--- config.mk ---
export PLATFORM = sky130hd
export DESIGN_NAME = serial_adder
export DESIGN_NICKNAME = d
export VERILOG_FILES = /design/src/rtl/serial_adder_pkg.sv /design/src/rtl/serial_adder_fa.sv /design/src/rtl/serial_adder.sv
export SDC_FILE = /design/constraint.sdc
export NUM_CORES = 1
export LEC_CHECK = 0
export ABC_AREA = 1
export CAP_MARGIN = 5
export CORE_MARGIN = 2
export CORE_UTILIZATION = 52
export CTS_BUF_LIST = sky130_fd_sc_hd__clkbuf_4
export CTS_CLUSTER_SIZE = 28
export DETAILED_ROUTE_END_ITERATION = 10
export DONT_BUFFER_PORTS = 1
export PLACE_DENSITY = 0.68
export SYNTH_ARGS = -nofsm -noshare
export SYNTH_HDL_FRONTEND = slang
export SYNTH_SLANG_ARGS = --single-unit
--- constraint.sdc ---
create_clock -name clock -period 2.4 [get_ports clock]
set_input_delay 0.24 -clock clock [delete_from_list [all_inputs] [get_ports clock]]
set_output_delay 0.24 -clock clock [all_outputs]
set_load 0.01 [all_outputs]
--- src/rtl/serial_adder_pkg.sv ---
// Shared definitions for the bit-serial adder.
// Holds the FSM state encoding used by serial_adder.
package serial_adder_pkg;

    // Controller states; encodings are fixed so waveforms stay readable.
    typedef enum logic [1:0] {
        ST_IDLE = 2'd0,
        ST_RUN  = 2'd1,
        ST_DONE = 2'd2
    } state_t;

endpackage

--- src/rtl/serial_adder_fa.sv ---
// Single-bit full adder cell.
// Ports:
//   a, b, ci : operand bits and carry-in
//   s        : sum bit
//   co       : carry-out
module fa (
    input  logic a,
    input  logic b,
    input  logic ci,
    output logic s,
    output logic co
);

    assign s  = a ^ b ^ ci;
    assign co = (a & b) | (a & ci) | (b & ci);

endmodule

--- src/rtl/serial_adder.sv ---
// Bit-serial N-bit adder: computes a + b + ci one bit per clock, LSB first,
// using a single full-adder cell and a carry flip-flop.
// Ports:
//   clock        : system clock, rising edge active
//   reset        : synchronous, active-high reset (wins over everything)
//   start        : request to load operands and begin (honoured in IDLE only)
//   a, b, ci     : operands, sampled on the accepting edge only
//   busy         : high while bits are being processed
//   done         : one-cycle pulse when s/co hold the final result
//   s, co        : registered sum and carry-out
module serial_adder
    import serial_adder_pkg::*;
#(
    parameter int N = 8
) (
    input  logic         clock,
    input  logic         reset,
    input  logic         start,
    input  logic [N-1:0] a,
    input  logic [N-1:0] b,
    input  logic         ci,
    output logic         busy,
    output logic         done,
    output logic [N-1:0] s,
    output logic         co
);

    localparam int             CW   = $clog2(N);
    localparam logic [CW-1:0]  LAST = CW'(N - 1);

    state_t          state_r;
    state_t          state_next_s;
    logic            accept_s;
    logic            last_bit_s;
    logic [N-1:0]    a_sr_r;
    logic [N-1:0]    b_sr_r;
    logic [N-1:0]    s_sr_r;
    logic            carry_r;
    logic            co_r;
    logic [CW-1:0]   count_r;
    logic            fa_sum_s;
    logic            fa_carry_s;

    // The one and only adder cell, fed from the LSBs of the operand shifters.
    fa u_fa (
        .a  (a_sr_r[0]),
        .b  (b_sr_r[0]),
        .ci (carry_r),
        .s  (fa_sum_s),
        .co (fa_carry_s)
    );

    // Next-state decode; start is only looked at while idle.
    always_comb begin
        state_next_s = state_r;
        accept_s     = 1'b0;
        last_bit_s   = 1'b0;
        case (state_r)
            ST_IDLE: begin
                if (start) begin
                    state_next_s = ST_RUN;
                    accept_s     = 1'b1;
                end else begin
                    state_next_s = ST_IDLE;
                end
            end
            ST_RUN: begin
                if (count_r == LAST) begin
                    state_next_s = ST_DONE;
                    last_bit_s   = 1'b1;
                end else begin
                    state_next_s = ST_RUN;
                end
            end
            ST_DONE: begin
                state_next_s = ST_IDLE;
            end
            default: begin
                state_next_s = ST_IDLE;
            end
        endcase
    end

    // State register.
    always_ff @(posedge clock) begin
        if (reset) begin
            state_r <= ST_IDLE;
        end else begin
            state_r <= state_next_s;
        end
    end

    // Status flags are registered from the next state so they line up with it.
    always_ff @(posedge clock) begin
        if (reset) begin
            busy <= 1'b0;
            done <= 1'b0;
        end else begin
            busy <= (state_next_s == ST_RUN);
            done <= (state_next_s == ST_DONE);
        end
    end

    // Datapath: operand load, serial add, result shift-in.
    always_ff @(posedge clock) begin
        if (reset) begin
            a_sr_r  <= {N{1'b0}};
            b_sr_r  <= {N{1'b0}};
            s_sr_r  <= {N{1'b0}};
            carry_r <= 1'b0;
            co_r    <= 1'b0;
            count_r <= {CW{1'b0}};
        end else begin
            case (state_r)
                ST_IDLE: begin
                    if (accept_s) begin
                        a_sr_r  <= a;
                        b_sr_r  <= b;
                        carry_r <= ci;
                        count_r <= {CW{1'b0}};
                        s_sr_r  <= {N{1'b0}};
                        co_r    <= 1'b0;
                    end
                end
                ST_RUN: begin
                    // Sum bits enter at the MSB so that after N shifts bit 0
                    // of the result sits at s_sr_r[0].
                    s_sr_r  <= {fa_sum_s, s_sr_r[N-1:1]};
                    a_sr_r  <= {1'b0, a_sr_r[N-1:1]};
                    b_sr_r  <= {1'b0, b_sr_r[N-1:1]};
                    carry_r <= fa_carry_s;
                    if (last_bit_s) begin
                        // Carry out of the MSB is the result carry; the counter
                        // is left at its final value rather than wrapping.
                        co_r <= fa_carry_s;
                    end else begin
                        count_r <= count_r + CW'(1'b1);
                    end
                end
                default: begin
                    // DONE: hold the result for the consumer.
                end
            endcase
        end
    end

    assign s  = s_sr_r;
    assign co = co_r;

endmodule

==> flow_summary.yaml <==
outcome:
  run_status: "completed"
timing:
  worst_slack_ns: 0.775
  period_needed_ns: 1.63
  setup_viol: 0
  whs_ns: 0.0383
  skew_ns: 0.0117
  fin_crit_sh_pct: 67.7
  timing.final.max_slew_violations: 0
  max_freq_mhz: 615
  worst_pin_slew_ns: 0.801
  slew_headroom_pct: 46.5
  rsz0062_at_grt: "no"
  hold_viol: 0
  tns_ns: 0
synthesis:
  async_flop_share_pct: 0
  yosysMostFrequentCell: "nand2_1"
  netlist.top_cell.by_area: "dfxtp_1"
  yosysUniqueCellTypes: 17
  synth_fp_nets: 240
  netlist.area_leader.share_pct: 44.7
  synthFlopType: "dfxtp_1"
  postSynthCellCount: 217
  yosys-top-cells-area: "dfxtp_1 (45%), nand2_1 (15%), nand3_1 (10%)"
  synth-edff-count: 0
  synth.cell_area_um2: 1480
  syn_avg_cell_area_um2: 6.80
  ys_seq_area_share_pct: 44.7
  ys_seq_elements: 33
  synth_warnings: 0
  synth_top_cells_by_count: "nand2_1 (58), nor2_1 (37), dfxtp_1 (33)"
routing:
  drtPass1Iterations: 4
  via_per_inst: 5.28
  wirelength_um: 2990
  wire_per_inst_um: 12.1
  ant_nets: 0
  vias: 1303
  drt_iter0_markers: 75
  drc: 0
pwr:
  internal-power_w: 0.000717
  combPwrFrac_pct: 11.4
  ir_drop_uv: 450
  p_clk_share_pct: 29.1
  netSwitchingPower_w: 0.000274
  swShare_pct: 27.6
  p_per_area_nw_per_um2: 652
  power_w: 0.000991
  p_leak_nw: 0.702
  p_seq_share_pct: 59.5
critical_path:
  reg2reg_slack_ns: 0.77
  regToRegEndpoint: "b_sr_r[6]"
  r2r_start: "state_r[0]"
  path_class: "flop to flop"
  cp-start-kind: "flop"
  worstPathArrival_ns: 1.89
  worstSetupStartpoint: "state_r[0]"
  required_ns: 2.67
  crit_path_max_fanout: 21
  reg2regPathDepth: 6
  endpoint: "b_sr_r[6]"
  end_kind: "flop"
die:
  initial_core_util_pct: 54.0
  die_h_um: 57.3
  die_area_um2: 3280
  fp.dieW_um: 57.3
  num_rows: 19
  core_um2: 2730
  ios: 31
clocking:
  cts_root_buffer: "clkbuf_4"
  htree_levels: 2
  cts.sinks: 33
  cts_buffers: 5
  cts.clk_slew.worst_paths_ns: 0.10
  cts_buffer_depth: 2
  cts_tree: "yes"
  worstSkewPairLatency_ns: 0.33
cells_and_area:
  drive_above_1_share_pct: 6.48
  multiInputGateArea_um2: 667
  diodes: 0
  fin_nets: 238
  fill_cells: 270
  fin_util_pct: 55.6
  layout.area.seq_um2: 661
  area_delta_synth_final_pct: 2.97
global_routing:
  grt-ovfl-total: 0
  antenna_found_initial: 0
  grt_max_degree: 22
  grt_usage_pct: 20.5
  grt_first_pass_wirelength_um: 5190
  grt_pass1_vias: 1197
placement:
  hpwlAfterDp_um: 2050
  gp_congestion: 0.786
  io_buffers: 0
  pre_cts_ws_ns: 0.840
hold_path:
  hold_class: "input pin to flop"
  hold_depth: 2
flow_run:
  cap_violations: 0
-- routing by layer --
layer  wire, um  GRT usage, %  vias up
met5          0             0        -
li1           -             -      663
met1       1380          24.4      592
met4         47          7.97        0
met2       1390          35.5       41
met3        178          4.99        7
-- worst min path at each step --
stage	from	endpoint	slack, ns
after floorplan	reset	s[5]	0.31
after global placement	reset	s[6]	0.31
after detailed placement	reset	s[6]	0.31
after CTS	a[7]	a_sr_r[7]	0.03
after global routing	a[7]	a_sr_r[7]	0.03
final	a[7]	a_sr_r[7]	0.04
-- cells by family (layout without fill, tap and decap cells) --
logic type                 Yosys count  after routing  share of synthesized area (%)
AOI/OAI and AO/OA                   14             14                           4.75
adders and majority gates            3              3                           3.05
buffers and inverters               35             34                           10.1
DFF                                 33             33                           44.7
and+or+nand+nor                    132            132                           37.4
-- placed cells by master (no fill, tap or decap) --
cell,n
a21oi_1,11
ha_1,2
nand3b_1,1
clkinv_2,1
clkinv_1,2
nor2_1,37
dfxtp_1,33
or2_2,1
dlygate4sd3_1,1
inv_2,2
nand2_2,3
clkbuf_4,5
fa_1,1
nand3_1,30
nand2_1,58
inv_1,23
o21ai_0,3
nor2_2,2
-- per-stage QoR --
| stage | area, um^2 | instances |
|---|---|---|
| 2_1_floorplan | 1480 | 217 |
| 3_3_place_gp | 1460 | 238 |
| 3_5_place_dp | 1460 | 238 |
| 4_1_cts | 1520 | 247 |
| 5_1_grt | 1520 | 247 |
| 6_report | 1520 | 247 |
-- state kept, by name, indices dropped and copies added (netlist names) --
| signal | cells |
|---|---|
| a_sr_r | 8 |
| b_sr_r | 8 |
| busy | 1 |
| carry_r | 1 |
| co | 1 |
| count_r | 3 |
| done | 1 |
| s | 8 |
| state_r | 2 |
-- area by class of cell --
cell class / count / area share, %
Clock inverter: 3 / 0.823
Inverter: 25 / 6.17
Clock buffer: 5 / 2.47
Tap cell: 31 / 2.55
Sequential cell: 33 / 43.5
Multi-Input combinational cell: 149 / 43.9
Timing Repair Buffer: 1 / 0.658
-- critical path, cell delays in order, from the launching register on --
cell,delay (ns)
dfxtp_1,0.45
inv_2,0.07
nor2_2,0.61
nand2_1,0.20
nand2_1,0.12
nor2_1,0.04
nor2_1,0.07
-- power by group through the flow --
stage	combinational [W]	sequential [W]	clock (W)
final	0.000113	0.000590	0.000289
after detailed placement	0.000106	0.000602	0
after global routing	0.000132	0.000593	0.000317
after global placement	0.000101	0.000602	0
after floorplan	0.000101	0.000599	0
after CTS	0.000113	0.000590	0.000294
-- repair_timing --
item                      in CTS  in global routing
gates resized for setup        0                  0
hold buffers                   1                  0
setup buffers                  0                  0
hold endpoints to repair      21                  0
No activity file was read; power rests on OpenSTA's default activity.
